File: src/rtl/pipe_mult.sv
// Purpose: pipelined WIDTH x WIDTH multiplier. It returns the low WIDTH bits of A*B and, with PIPE_MULT_FULLPROD_EN, the upper WIDTH bits.
// Latency: STAGES cycles from the launch edge to done_o. Throughput is one launch per cycle.
// Backpressure: none. A result shows for one done_o cycle, and product_o then holds it until the next completion.
module pipe_mult #(
  parameter int WIDTH  = 32,
  parameter int STAGES = 16
) (
  input  logic             clk_i,
  input  logic             rst_i,
  input  logic [WIDTH-1:0] multiplier_i,
  input  logic [WIDTH-1:0] multicand_i,
  input  logic             start_i,
  output logic [WIDTH-1:0] product_o,
`ifdef PIPE_MULT_FULLPROD_EN
  output logic [WIDTH-1:0] product_hi_o,
`endif
  output logic             done_o
);

  localparam int CHUNK = WIDTH / STAGES;
`ifdef PIPE_MULT_FULLPROD_EN
  localparam int PW = 2 * WIDTH;
`else
  localparam int PW = WIDTH;
`endif

  genvar s;
  for (s = 0; s < STAGES; s++) begin : g_stage
    // Each stage forwards only the multiplier bits that later stages still need.
    localparam int AW = WIDTH - s * CHUNK;

    logic             vld_in;
    logic [AW-1:0]    a_in;
    logic [WIDTH-1:0] b_in;
    logic [PW-1:0]    sum_in;
    logic [PW-1:0]    pp;

    logic             vld_q;
    logic [PW-1:0]    sum_q;

    if (s == 0) begin : g_first
      assign vld_in = start_i;
      assign a_in   = multiplier_i;
      assign b_in   = multicand_i;
      assign sum_in = '0;
    end else begin : g_next
      assign vld_in = g_stage[s-1].vld_q;
      assign a_in   = g_stage[s-1].g_fwd.a_q;
      assign b_in   = g_stage[s-1].g_fwd.b_q;
      assign sum_in = g_stage[s-1].sum_q;
    end

    assign pp = (PW'(b_in) * PW'(a_in[CHUNK-1:0])) << (s * CHUNK);

    always_ff @(posedge clk_i) begin
      if (rst_i) begin
        vld_q <= 1'b0;
        sum_q <= '0;
      end else begin
        vld_q <= vld_in;
        sum_q <= sum_in + pp;
      end
    end

    if (s < STAGES - 1) begin : g_fwd
      logic [AW-CHUNK-1:0] a_q;
      logic [WIDTH-1:0]    b_q;

      always_ff @(posedge clk_i) begin
        if (rst_i) begin
          a_q <= '0;
          b_q <= '0;
        end else begin
          a_q <= a_in[AW-1:CHUNK];
          b_q <= b_in;
        end
      end
    end
  end

  always_ff @(posedge clk_i) begin
    if (rst_i) begin
      done_o    <= 1'b0;
      product_o <= '0;
`ifdef PIPE_MULT_FULLPROD_EN
      product_hi_o <= '0;
`endif
    end else begin
      done_o <= g_stage[STAGES-1].vld_q;
      if (g_stage[STAGES-1].vld_q) begin
        product_o <= g_stage[STAGES-1].sum_q[WIDTH-1:0];
`ifdef PIPE_MULT_FULLPROD_EN
        product_hi_o <= g_stage[STAGES-1].sum_q[PW-1:WIDTH];
`endif
      end
    end
  end

endmodule

File: config.mk
export PLATFORM = sky130hd
export DESIGN_NAME = pipe_mult
export DESIGN_NICKNAME = d
export VERILOG_FILES = /design/src/rtl/pipe_mult.sv
export SDC_FILE = /design/constraint.sdc
export NUM_CORES = 2
export LEC_CHECK = 0
export CAP_MARGIN = 20
export CORE_ASPECT_RATIO = 1.2
export CORE_UTILIZATION = 50
export DETAILED_ROUTE_END_ITERATION = 16
export PLACE_DENSITY = 0.69
export REMOVE_ABC_BUFFERS = 1
export SYNTH_ARGS = -nofsm -noshare
export SYNTH_HDL_FRONTEND = slang
export SYNTH_SLANG_ARGS = --single-unit
export TNS_END_PERCENT = 20
File: constraint.sdc
create_clock -name clk_i -period 5.1 [get_ports clk_i]
set_clock_uncertainty 0.05 [all_clocks]
set_input_delay 1.53 -clock clk_i [delete_from_list [all_inputs] [get_ports clk_i]]
set_output_delay 1.53 -clock clk_i [all_outputs]
set_load 0.02 [all_outputs]
==> results.json <==
{
  "reg2reg_slack_ps": 240,
  "irDropWorstVdd_v": 0.000251,
  "drcViolationCount": 0,
  "io_pins": 100,
  "drtIter0Drc": 1045,
  "final_util_pct": 57.2,
  "core_sq_um": 100000,
  "period_share_pct": 95.3,
  "internal-power_mw": 13.5,
  "grt_pass1_vias": 35600,
  "worst_ep_arrival_time_ps": 5370,
  "clk_path_buf_depth": 3,
  "maxSlewViolCount": 0,
  "antenna_found_initial": 0,
  "avgRoutedWirePerCell_microns": 13.3,
  "firstDrtPassIters": 5,
  "postRouteAntennaNets": 0,
  "cts_setup_buffers": 0,
  "ctsHoldBuffers": 0,
  "p_total_mw": 17.3,
  "rsz0062_at_grt": "true",
  "htreeDepth": 3,
  "timing_hold_violations_final": 0,
  "clock_sinks": 1041,
  "num_rows": 127,
  "synthCells": 5420,
  "die_area_sq_um": 103000,
  "cp_max_fo": 26,
  "clockRootBuffer": "clkbuf_16",
  "drive_above_1_share_pct": 5.39,
  "clk_latency_ps": 690,
  "synth_edf_count": 0,
  "maxCapViolations": 0,
  "postSynthAreaPerCell_sq_um": 9.36,
  "die_y_microns": 351,
  "fin_cells": 6973,
  "die_x_microns": 293,
  "yosysWarningCount": 0,
  "wl_microns": 92400,
  "final_area_sq_um": 57300,
  "run_status": "completed",
  "numCtsBuffers": 106,
  "grt_pass1_wl_microns": 156000,
  "setup_slack_ps": 242,
  "min_path_type": "flip-flop to flip-flop",
  "fin_crit_ps": 4860,
  "vias_per_cell": 5.08,
  "dpl.hpwl_microns": 68800,
  "p_sw_mw": 3.80,
  "grt_start_max_net_pins": 100,
  "grt_use_total_pct": 17.9,
  "portBuffers": 99,
  "n_fill_cell": 8813,
  "dp_cells": 6777,
  "path_clk_slew_ps": 60,
  "cts_tree": "yes",
  "power.density_nw_per_um2": 302,
  "syn-cell-area_sq_um": 50700,
  "comb_power_share_pct": 5.2,
  "place_congestion": 0.891,
  "synth_seq_cells": 1041,
  "power_frac_clock_pct": 46.3,
  "initial_utilization_pct": 50.6,
  "async_flop_share_pct": 0,
  "path_class": "flip-flop to flip-flop",
  "vias": 35500,
  "endpoint_kind": "flip-flop",
  "clock.fmax_mhz": 206,
  "p_leak_nw": 26.1,
  "cts_resized": 0,
  "critPathRequiredTime_ps": 5610,
  "seq_area_frac_synth_pct": 41.1,
  "diodes": 0,
  "worstMarginPinSlew_ps": 743,
  "dpl_cell_area_sq_um": 53500,
  "synth_cell_types": 75,
  "p_sw_share_pct": 22.0,
  "ys.flop_type": "dfxtp_1",
  "cp-start-kind": "flip-flop",
  "syn_to_final_growth_pct": 13.0,
  "nets": 6097,
  "setup_viol": 0,
  "overflow": 0,
  "preCtsSetupSlack_ps": -105,
  "power_frac_seq_pct": 48.4,
  "slew_headroom_pct": 49.2
}
## routing by layer
metal / vias to the layer above / wire length [microns] / global-route usage, %
met5: - / 0 / 0
met4: 0 / 3230 / 7.75
met3: 234 / 2480 / 2.27
met2: 455 / 50800 / 37.1
met1: 16300 / 35900 / 17.1
li1: 18400 / - / -
## path summary, 6_finish.rpt
| path | cells past startpoint | startpoint | end |
|---|---|---|---|
| setup reg to reg | 19 | g_stage[0].g_fwd.a_q[1] | g_stage[1].sum_q[31] |
| hold reg to reg | 1 | g_stage[0].g_fwd.a_q[22] | g_stage[1].g_fwd.a_q[20] |
| hold / removal | 1 | g_stage[0].g_fwd.a_q[22] | g_stage[1].g_fwd.a_q[20] |
| setup / recovery | 19 | g_stage[0].g_fwd.a_q[1] | g_stage[1].sum_q[31] |
## cells in the mapped netlist, types with 9 or more instances
master | count | area (sq um)
a21oi_1 | 307 | 1540
o21ai_0 | 157 | 786
nor2b_1 | 826 | 5170
mux2i_1 | 34 | 340
nand4_1 | 19 | 119
o21bai_1 | 57 | 428
a31oi_1 | 26 | 163
clkbuf_1 | 161 | 604
and2_1 | 495 | 3100
xnor2_1 | 286 | 2500
or3_1 | 19 | 119
nand2b_1 | 42 | 263
a211oi_1 | 41 | 308
a21o_1 | 182 | 1370
xor2_1 | 131 | 1150
nor2_1 | 412 | 1550
ha_1 | 470 | 5880
or2_2 | 9 | 56.3
nand2_1 | 176 | 661
o31a_1 | 10 | 87.6
nor3_1 | 66 | 330
and3_1 | 28 | 175
o31ai_1 | 16 | 120
nand3_1 | 61 | 305
a31o_2 | 10 | 87.6
a211o_1 | 13 | 114
inv_1 | 99 | 372
dfxtp_1 | 1041 | 20800
o211ai_1 | 12 | 90.1
fa_1 | 29 | 581
o21a_1 | 59 | 443
## power groups by stage
stage	Combinational [mW]	Sequential, mW	Clock (mW)
detailed placement	0.903	8.55	0
floorplan	0.549	8.52	0
CTS	0.911	8.37	8.27
global route	1.01	8.38	8.61
finish	0.904	8.37	8.01
global placement	0.898	8.55	0
## cells in the final DEF (no fill, tap or decap), types with 8 or more instances in the layout
cell,synthesis,layout
clkbuf_1,161,22
or3_1,19,19
a211o_1,13,13
or2_2,9,9
o21a_1,59,59
fa_1,29,29
dfxtp_1,1041,1032
nand2b_1,42,42
xor2_1,131,131
nand4_1,19,19
buf_12,0,12
nor2b_1,826,826
bufinv_16,0,14
mux2i_1,34,34
o31a_1,10,10
ha_1,470,468
clkinv_2,0,19
clkbuf_8,0,15
a21oi_1,307,305
a211oi_1,41,41
o31ai_1,16,15
o211ai_1,12,12
nor2_1,412,412
nand2_1,176,176
inv_1,99,99
clkbuf_16,0,106
nor4_1,8,8
o21ai_0,157,157
a31o_2,10,10
nor3_1,66,65
clkinvlp_4,0,8
a21o_1,182,182
buf_4,0,61
nand3_1,61,61
clkdlybuf4s50_1,0,98
and2_1,495,494
a31oi_1,26,26
o21bai_1,57,57
xnor2_1,286,286
and3_1,28,28
## metrics by stage
step	hold slack, ps	TNS (ps)
detailed placement	370	-228
global route	381	-1.78
global placement	365	-118
CTS	371	0
floorplan	364	0
finish	375	0
## critical path: stages (launching register included)
cell and delay [ps]:
dfxtp_1 340, buf_6 170, and2_1 150, ha_1 400, nand3_1 200, nor2_1 170, a211o_1 140, a21oi_1 80
nor3b_2 180, a211oi_1 660, nor2_1 150, o21ai_0 360, xor2_1 150, ha_1 460, nand2_1 140, nor4_1 260
nand3_1 160, a32oi_1 280, xnor2_1 150, nor2_1 60
## cell type report
class / count / area [sq um] / area share (%)
Inverter: 99 / 372 / 0.648
Tap cell: 1354 / 1690 / 2.96
Timing Repair Buffer: 173 / 1710 / 2.98
Clock buffer: 143 / 2940 / 5.13
Sequential cell: 1041 / 20900 / 36.4
Clock inverter: 53 / 781 / 1.36
Multi-Input combinational cell: 4110 / 29000 / 50.5
## registers in the layout (all words and copies together), names as in the netlist
| signal | count |
|---|---|
| g_stage.sum_q | 480 |
| g_stage.g_fwd.a_q | 228 |
| g_stage.g_fwd.b_q | 228 |
| g_stage.sum_in | 32 |
| product_o | 32 |
| g_stage.vld_q | 15 |
| g_stage.a_in | 12 |
| g_stage.b_in | 12 |
| done_o | 1 |
| g_stage.vld_in | 1 |
## kinds of logic after synthesis
kind of cell,Yosys count,synth area share (%)
mux,36,0.715
compound gates,976,12.5
simple gates,2182,23.8
xor+xnor,417,7.20
flops,1041,41.1
fa+ha+maj,499,12.7
buf+inv,269,1.99
Power figures use the tool's default switching activity.
